$ cat src/rtl/pipeline_hazard_ctrl.sv
// Pipeline hazard controller: load-use, branch-flush and data-memory freeze
// sequencing. Define FORWARDING_EN when the datapath has EX/MEM and MEM/WB bypasses.
module pipeline_hazard_ctrl (
    input  logic        clk,
    input  logic        rst,
    input  logic [4:0]  id_rs,
    input  logic [4:0]  id_rt,
    input  logic        id_uses_rt,
    input  logic [4:0]  ex_writeReg,
    input  logic        ex_RegWrite,
    input  logic        ex_MemRead,
    input  logic [4:0]  mem_writeReg,
    input  logic        mem_RegWrite,
    input  logic        mem_MemRead,
    input  logic        mem_MemWrite,
    input  logic        mem_branch_taken,
    input  logic        dmem_ack,
    output logic        pc_we,
    output logic        ifid_we,
    output logic        idex_we,
    output logic        exmem_we,
    output logic        ifid_flush,
    output logic        idex_flush,
    output logic        exmem_flush,
    output logic        memwb_flush,
    output logic        dmem_req,
    output logic [1:0]  state_o,
    output logic [15:0] stall_cnt
);

    typedef enum logic [1:0] {
        RUN      = 2'd0,
        LU_STALL = 2'd1,
        BR_FLUSH = 2'd2,
        MEM_WAIT = 2'd3
    } state_t;

    state_t state, state_nx;

    logic hit_ex, hit_mem, load_use, raw, mem_access, freeze;

    always_comb begin
        hit_ex  = (ex_writeReg != '0) &&
                  ((ex_writeReg == id_rs) || (id_uses_rt && (ex_writeReg == id_rt)));
        hit_mem = (mem_writeReg != '0) &&
                  ((mem_writeReg == id_rs) || (id_uses_rt && (mem_writeReg == id_rt)));
        // The ID slot holds a flushed bubble in BR_FLUSH, so its register fields are stale.
        load_use = ex_MemRead && ex_RegWrite && hit_ex && (state != BR_FLUSH);
`ifdef FORWARDING_EN
        raw = 1'b0;
`else
        raw = ((ex_RegWrite && hit_ex) || (mem_RegWrite && hit_mem)) && (state != BR_FLUSH);
`endif
        mem_access = mem_MemRead || mem_MemWrite || (state == MEM_WAIT);
        freeze     = mem_access && !dmem_ack;
    end

    always_comb begin
        pc_we       = 1'b1;
        ifid_we     = 1'b1;
        idex_we     = 1'b1;
        exmem_we    = 1'b1;
        ifid_flush  = 1'b0;
        idex_flush  = 1'b0;
        exmem_flush = 1'b0;
        memwb_flush = 1'b0;
        dmem_req    = 1'b0;
        state_nx    = RUN;
        if (rst) begin
            ifid_flush  = 1'b1;
            idex_flush  = 1'b1;
            exmem_flush = 1'b1;
            memwb_flush = 1'b1;
        end else begin
            dmem_req = mem_access;
            if (freeze) begin
                pc_we       = 1'b0;
                ifid_we     = 1'b0;
                idex_we     = 1'b0;
                exmem_we    = 1'b0;
                memwb_flush = 1'b1;
                state_nx    = MEM_WAIT;
            end else if (mem_branch_taken) begin
                ifid_flush  = 1'b1;
                idex_flush  = 1'b1;
                exmem_flush = 1'b1;
                state_nx    = BR_FLUSH;
            end else if (load_use) begin
                pc_we      = 1'b0;
                ifid_we    = 1'b0;
                idex_flush = 1'b1;
                state_nx   = LU_STALL;
            end else if (raw) begin
                pc_we      = 1'b0;
                ifid_we    = 1'b0;
                idex_flush = 1'b1;
            end
            // The acknowledge cycle always lands back in RUN, whatever else was decoded.
            if ((state == MEM_WAIT) && !freeze) begin
                state_nx = RUN;
            end
        end
    end

    always_ff @(posedge clk or posedge rst) begin
        if (rst) begin
            state <= RUN;
        end else begin
            state <= state_nx;
        end
    end

    always_ff @(posedge clk or posedge rst) begin
        if (rst) begin
            stall_cnt <= '0;
        end else if (!pc_we && (stall_cnt != '1)) begin
            stall_cnt <= stall_cnt + 16'd1;
        end
    end

    assign state_o = state;

endmodule
$ cat config.mk
export PLATFORM = sky130hd
export DESIGN_NAME = pipeline_hazard_ctrl
export DESIGN_NICKNAME = d
export VERILOG_FILES = /design/src/rtl/pipeline_hazard_ctrl.sv
export SDC_FILE = /design/constraint.sdc
export NUM_CORES = 1
export LEC_CHECK = 0
export CAP_MARGIN = 15
export CORE_MARGIN = 2
export CORE_UTILIZATION = 44
export DETAILED_ROUTE_END_ITERATION = 6
export GPL_TIMING_DRIVEN = 0
export PLACE_DENSITY = 0.89
export SYNTH_ARGS = -nofsm -noshare
export SYNTH_HDL_FRONTEND = slang
export SYNTH_SLANG_ARGS = --single-unit
$ cat constraint.sdc
create_clock -name clk -period 3.43 [get_ports clk]
set_clock_uncertainty 0.2 [all_clocks]
set_input_delay 0.686 -clock clk [delete_from_list [all_inputs] [get_ports clk]]
set_output_delay 0.686 -clock clk [all_outputs]
set_load 0.01 [all_outputs]
==> results of run 1 <==
-- cell usage after synthesis --
master	count
and3_1	6
nor2b_1	1
nand4_1	11
xor2_1	8
a21o_1	1
nor4_1	1
a21o_2	1
a31oi_1	2
clkbuf_1	1
inv_1	5
nor3_1	3
ha_1	1
buf_4	3
a21oi_1	2
nor2_1	6
or2_2	1
nand2_1	9
buf_6	1
a21bo_2	1
nand3_1	9
a311oi_1	2
mux2_2	3
nand2b_1	2
dfrtp_1	18
and2_2	1
or3_1	1
or4_1	2
o22ai_1	1
a211oi_1	1
o21ai_0	3
o21a_1	1
xnor2_1	24
-- final cells by class --
| type | count | area share |
|---|---|---|
| tap | 31 | 0.0207 |
| sequential | 18 | 0.240 |
| timing repair buffer | 60 | 0.307 |
| multi-input combinational | 104 | 0.386 |
| buffer | 5 | 0.0200 |
| inverter | 5 | 0.0120 |
| clock buffer | 3 | 0.0120 |
| timing repair inverter | 1 | 0.00267 |
-- per-stage QoR --
step | cell area, um2 | hold WS, ns
after global placement | 1820 | 0.270
after global routing | 1880 | 0.332
final | 1880 | 0.300
after CTS | 1870 | 0.297
after floorplan | 1220 | 0.315
after detailed placement | 1820 | 0.284
-- power by group --
group          internal (mW)  total [mW]  switching, mW
Combinational          0.142       0.250          0.108
Sequential             0.242       0.279         0.0378
Clock                 0.0409       0.100         0.0596
-- per-layer routing --
layer	share of wire	wire, um	vias up	track usage
met5	0	0	-	0
met4	0.015	51	0	0.0612
met3	0.096	337	7	0.0392
met2	0.50	1770	81	0.392
met1	0.38	1350	602	0.268
li1	-	-	594	-
-- logic make-up (layout without fill, tap and decap cells) --
kind of cell / after synthesis / after routing / synth area share
fa+ha+maj: 1 / 1 / 0.0103
xor+xnor: 32 / 32 / 0.230
buf+inv: 10 / 74 / 0.0462
mux: 3 / 3 / 0.0277
compound gates: 15 / 15 / 0.0842
flops: 18 / 18 / 0.370
simple gates: 53 / 53 / 0.232
-- what timing repair did --
item	4_1_cts	5_1_grt
hold endpoints to repair	0	0
resized for setup	17	10
gates cloned	1	0
setup endpoints to repair	3	3
buffers inserted	3	1
pin swaps	2	4
-- flip-flops by register name, summed over array words and instances (netlist names) --
name / count
state_o: 2
stall_cnt: 16
-- how the worst max path moves through the flow --
stage	depth (start not counted)	from	to
CTS	9	id_rt[0]	pc_we
floorplan	6	mem_writeReg[1]	pc_we
global placement	8	rst	pc_we
finish	8	mem_writeReg[1]	pc_we
detailed placement	8	rst	pc_we
global route	8	mem_writeReg[1]	pc_we
-- worst max-delay path, stage by stage --
cell           delay, ns
dlygate4sd2_1       0.29
or4_1               0.54
o21a_1              0.21
a31oi_1             0.18
a21bo_2             0.27
inv_2               0.09
buf_4               0.10
clkbuf_2            0.11
==> run_results.csv, run 1 <==
group,metric,value,unit
status,status,"complete, no violations",
sta,fmax,0.297,GHz
synthesis,yosys_warnings,0,
synthesis,ys_ff_latch,18,
detailed_routing,wl_per_cell,15.4,um
clocking,cts_root_buf,"clkbuf_4",
global_route,antenna_found_initial,0,
worst_setup_path,cp.arrival,2.48,ns
pwr,peakVddDrop,0.000463,V
cells_and_area,mostFrequentLayoutCells,"41 x clkdlybuf4s50_1, 24 x xnor2_1, 18 x dfrtp_1, 11 x nand4_1",
synthesis,syn_inst,132,
worst_setup_path,cp-end-kind,"output pin",
die,rows,19,
pwr,totalPowerFinal,0.630,mW
clocking,clockBufferDepth,2,
placement,dp_slack,-0.697,ns
detailed_routing,drtIter0Drc,65,
clocking,hold_buffers,0,
detailed_routing,wirelength,3500,um
worst_setup_path,reg2reg_depth,9,
worst_setup_path,critical_path_class,"in2out",
cells_and_area,final_cells,227,
die,start_util,0.454,
synthesis,synth_top_cell_area_share,0.370,
clocking,cts.clk_slew.worst_paths,0.09,ns
cells_and_area,nFillCells,214,
cells_and_area,area_growth,54.0,%
sta,rsz0062_at_grt,"false",
die,die_area,0.00321,mm2
placement,io_buffers,56,
global_route,grt_max_degree,11,
synthesis,synth_top_cell_by_area,"dfrtp_1",
sta,hold_violations,0,
min_path,whs_endpoint,"stall_cnt[10]",
synthesis,netlist_area,0.00122,mm2
synthesis,seq_area_frac_synth,0.370,
cells_and_area,drive_above_1_share,0.138,
sta,worst_slack,0.0684,ns
worst_setup_path,critical_path_required,2.54,ns
sta,fin_crit_sh,0.980,
worst_setup_path,reg2reg_slack,0.97,ns
global_route,grt-ovfl-total,0,
synthesis,ys_types,32,
placement,dp_cells,219,
sta,maxSlewViolCount,0,
flow_run,maxCapViolations,0,
detailed_routing,ant_nets,0,
cells_and_area,final_common_cell,"clkdlybuf4s50_1",
clocking,cts_buffers,3,
synthesis,synth.net_count,163,
worst_setup_path,rr_startpoint,"state_o[0]",
synthesis,yosys-top-cells-area,"dfrtp_1 37%, xnor2_1 17%, xor2_1 5.7%",
min_path,hold_path_class,"reg2reg",
cells_and_area,diodes,0,
global_route,grt_pass1_wl,5550,um
detailed_routing,drc,0,
sta,slew_headroom,0.689,
pwr,leakagePower,0.815,nW
die,dieHeight,56.6,um
placement,hpwlAfterDp,2570,um
die,top_level_ports,57,
sta,tightest_slew,0.465,ns
global_route,grtUsageTotal,0.220,
cells_and_area,regArea,450,um2
die,die_x,56.6,um
cells_and_area,final_util,0.699,
min_path,hold_start,"stall_cnt[10]",
worst_setup_path,cp-start-kind,"input port",
worst_setup_path,crit_fanout,4,
sta,fin_setup_tns,0,ns
detailed_routing,vias,1284,
clocking,htreeDepth,1,
sta,finalSetupViolations,0,
cells_and_area,fin_nets,229,
pwr,p_per_area,336,mW/mm2
cells_and_area,multi_input_area,724,um2
placement,place.gp.congestion,1.01,
clocking,insertion_delay,0.29,ns
sta,layout_min_cycle_time,3.36,ns
clocking,cts_sinks,18,
detailed_routing,via_per_inst,5.66,
worst_setup_path,regToRegEndpoint,"stall_cnt[1]",
clocking,cts_tree,"done",
global_route,grt_pass1_vias,1220,
die,core-area,0.00269,mm2
detailed_routing,dr.pass1.iters,6,
synthesis,synth_area_per_cell,9.23,um2
min_path,whs_path_depth,1,
(Power assumes the default switching activity.)
==> run 2: changes to the inputs <==
- CAP_MARGIN: 15 -> default
- PLACE_DENSITY: 0.89 -> 0.85
- clock period: 3.43 -> 4.2 ns (I/O delays scaled with it)
==> run 2 against run 1 <==
Effect of this change: power shrank 18%; cell count fell by 0.44%; sequential share of layout area down 0.13 points; non-clock buffer count shrank 1; critical endpoint is now ifid_we; hold slack barely moved; largest cell class unchanged; combinational power is 18% lower; via count decreased by 4.4%.
==> run_results.csv, run 2 (synthesized netlist as in run 1, its figures left out) <==
group,metric,value,unit
die,die_area,0.00321,mm2
sta,rsz0062_at_grt,"false",
cells_and_area,regArea,450,um2
global_route,grt-ovfl-total,0,
global_route,grt_max_degree,11,
clocking,insertion_delay,0.29,ns
sta,hold_violations,0,
detailed_routing,ant_nets,0,
cells_and_area,final_cells,226,
sta,slew_headroom,0.674,
global_route,grtUsageTotal,0.214,
clocking,hold_buffers,0,
clocking,cts_root_buf,"clkbuf_4",
cells_and_area,diodes,0,
clocking,cts_buffers,3,
clocking,clockBufferDepth,2,
cells_and_area,fin_nets,228,
detailed_routing,dr.pass1.iters,4,
placement,hpwlAfterDp,2530,um
die,top_level_ports,57,
sta,fin_crit_sh,0.958,
worst_setup_path,cp.arrival,2.98,ns
worst_setup_path,reg2reg_slack,1.89,ns
cells_and_area,multi_input_area,722,um2
placement,place_area,0.00182,mm2
cells_and_area,final_common_cell,"clkdlybuf4s50_1",
sta,worst_slack,0.176,ns
detailed_routing,via_per_inst,5.43,
global_route,antenna_found_initial,0,
worst_setup_path,cp-end-kind,"output pin",
clocking,cts.clk_slew.worst_paths,0.09,ns
die,start_util,0.454,
cells_and_area,area_growth,54.8,%
min_path,hold_path_class,"reg2reg",
sta,maxSlewViolCount,0,
cells_and_area,nFillCells,234,
sta,fmax,0.249,GHz
global_route,grt_pass1_vias,1211,
pwr,peakVddDrop,0.000286,V
worst_setup_path,critical_path_class,"in2out",
sta,tightest_slew,0.487,ns
die,core-area,0.00269,mm2
cells_and_area,largest_register,"stall_cnt",
pwr,p_per_area,273,mW/mm2
sta,layout_min_cycle_time,4.02,ns
placement,place.gp.congestion,1.02,
placement,dp_slack,-0.192,ns
clocking,cts_tree,"done",
detailed_routing,drc,0,
clocking,cts_sinks,18,
detailed_routing,drtIter0Drc,42,
flow_run,maxCapViolations,0,
detailed_routing,vias,1228,
status,status,"complete, no violations",
sta,holdWs,0.300,ns
placement,dp_cells,219,
cells_and_area,largest_register_ffs,16,
clocking,htreeDepth,1,
detailed_routing,wl_per_cell,14.7,um
die,dieHeight,56.6,um
worst_setup_path,cp-start-kind,"input port",
detailed_routing,wirelength,3330,um
global_route,grt_pass1_wl,5400,um
worst_setup_path,crit_fanout,4,
cells_and_area,mostFrequentLayoutCells,"51 x clkdlybuf4s50_1, 24 x xnor2_1, 18 x dfrtp_1, 11 x nand4_1",
die,rows,19,
sta,finalSetupViolations,0,
die,die_x,56.6,um
worst_setup_path,critical_path_required,3.16,ns
cells_and_area,drive_above_1_share,0.113,
placement,io_buffers,56,
pwr,leakagePower,0.783,nW
cells_and_area,fin_area,0.00189,mm2
==> run 2: final timing paths <==
kind / start / to / cells after the start
setup / recovery: mem_writeReg[4] / ifid_we / 7
hold / removal: stall_cnt[10] / stall_cnt[10] / 1
setup reg to reg: state_o[0] / stall_cnt[1] / 8
hold reg to reg: stall_cnt[10] / stall_cnt[10] / 1
max in group asynchronous: rst / stall_cnt[2] / 2
min in group asynchronous: rst / stall_cnt[0] / 2
==> run 2: repair_timing <==
action / CTS / global route
gates resized for setup: 4 / 6
setup buffers: 2 / 1
pin swaps: 0 / 1
cloned: 1 / 0
setup endpoints to repair: 2 / 3
==> run 2: layout make-up <==
class,instances,area share
Buffer,5,0.0199
Tap cell,31,0.0206
Timing Repair inverter,1,0.00265
Multi-Input combinational cell,104,0.383
Clock buffer,3,0.0119
Inverter,5,0.0119
Sequential cell,18,0.239
Timing Repair Buffer,59,0.312
==> run 2: power breakdown <==
part / leakage (nW) / internal [mW] / switching, mW / total (mW)
logic: 0.528 / 0.119 / 0.0865 / 0.206
registers: 0.240 / 0.197 / 0.0303 / 0.228
clock network: 0.0138 / 0.0333 / 0.0484 / 0.0817
==> run 2: through the flow <==
stage                     TNS, ns   util  power [mW]
after detailed placement   -0.293  0.677       0.432
after floorplan                 0      -       0.318
final                           0  0.702       0.515
after CTS                       0  0.693       0.518
after global routing            0  0.702       0.552
after global placement     -0.243  0.677       0.426
==> run 2: critical path, cell delays in order <==
cell	delay, ns
clkdlybuf4s50_1	0.47
or4_1	0.44
o21a_1	0.20
a31oi_1	0.14
a21bo_2	0.26
inv_2	0.08
clkdlybuf4s50_1	0.54
==> run 2: per-layer routing <==
metal,track usage,vias up,part of all wire
li1,-,595,-
met1,0.270,565,0.43
met2,0.370,59,0.47
met3,0.0323,9,0.078
met4,0.0714,0,0.021
met5,0,-,0
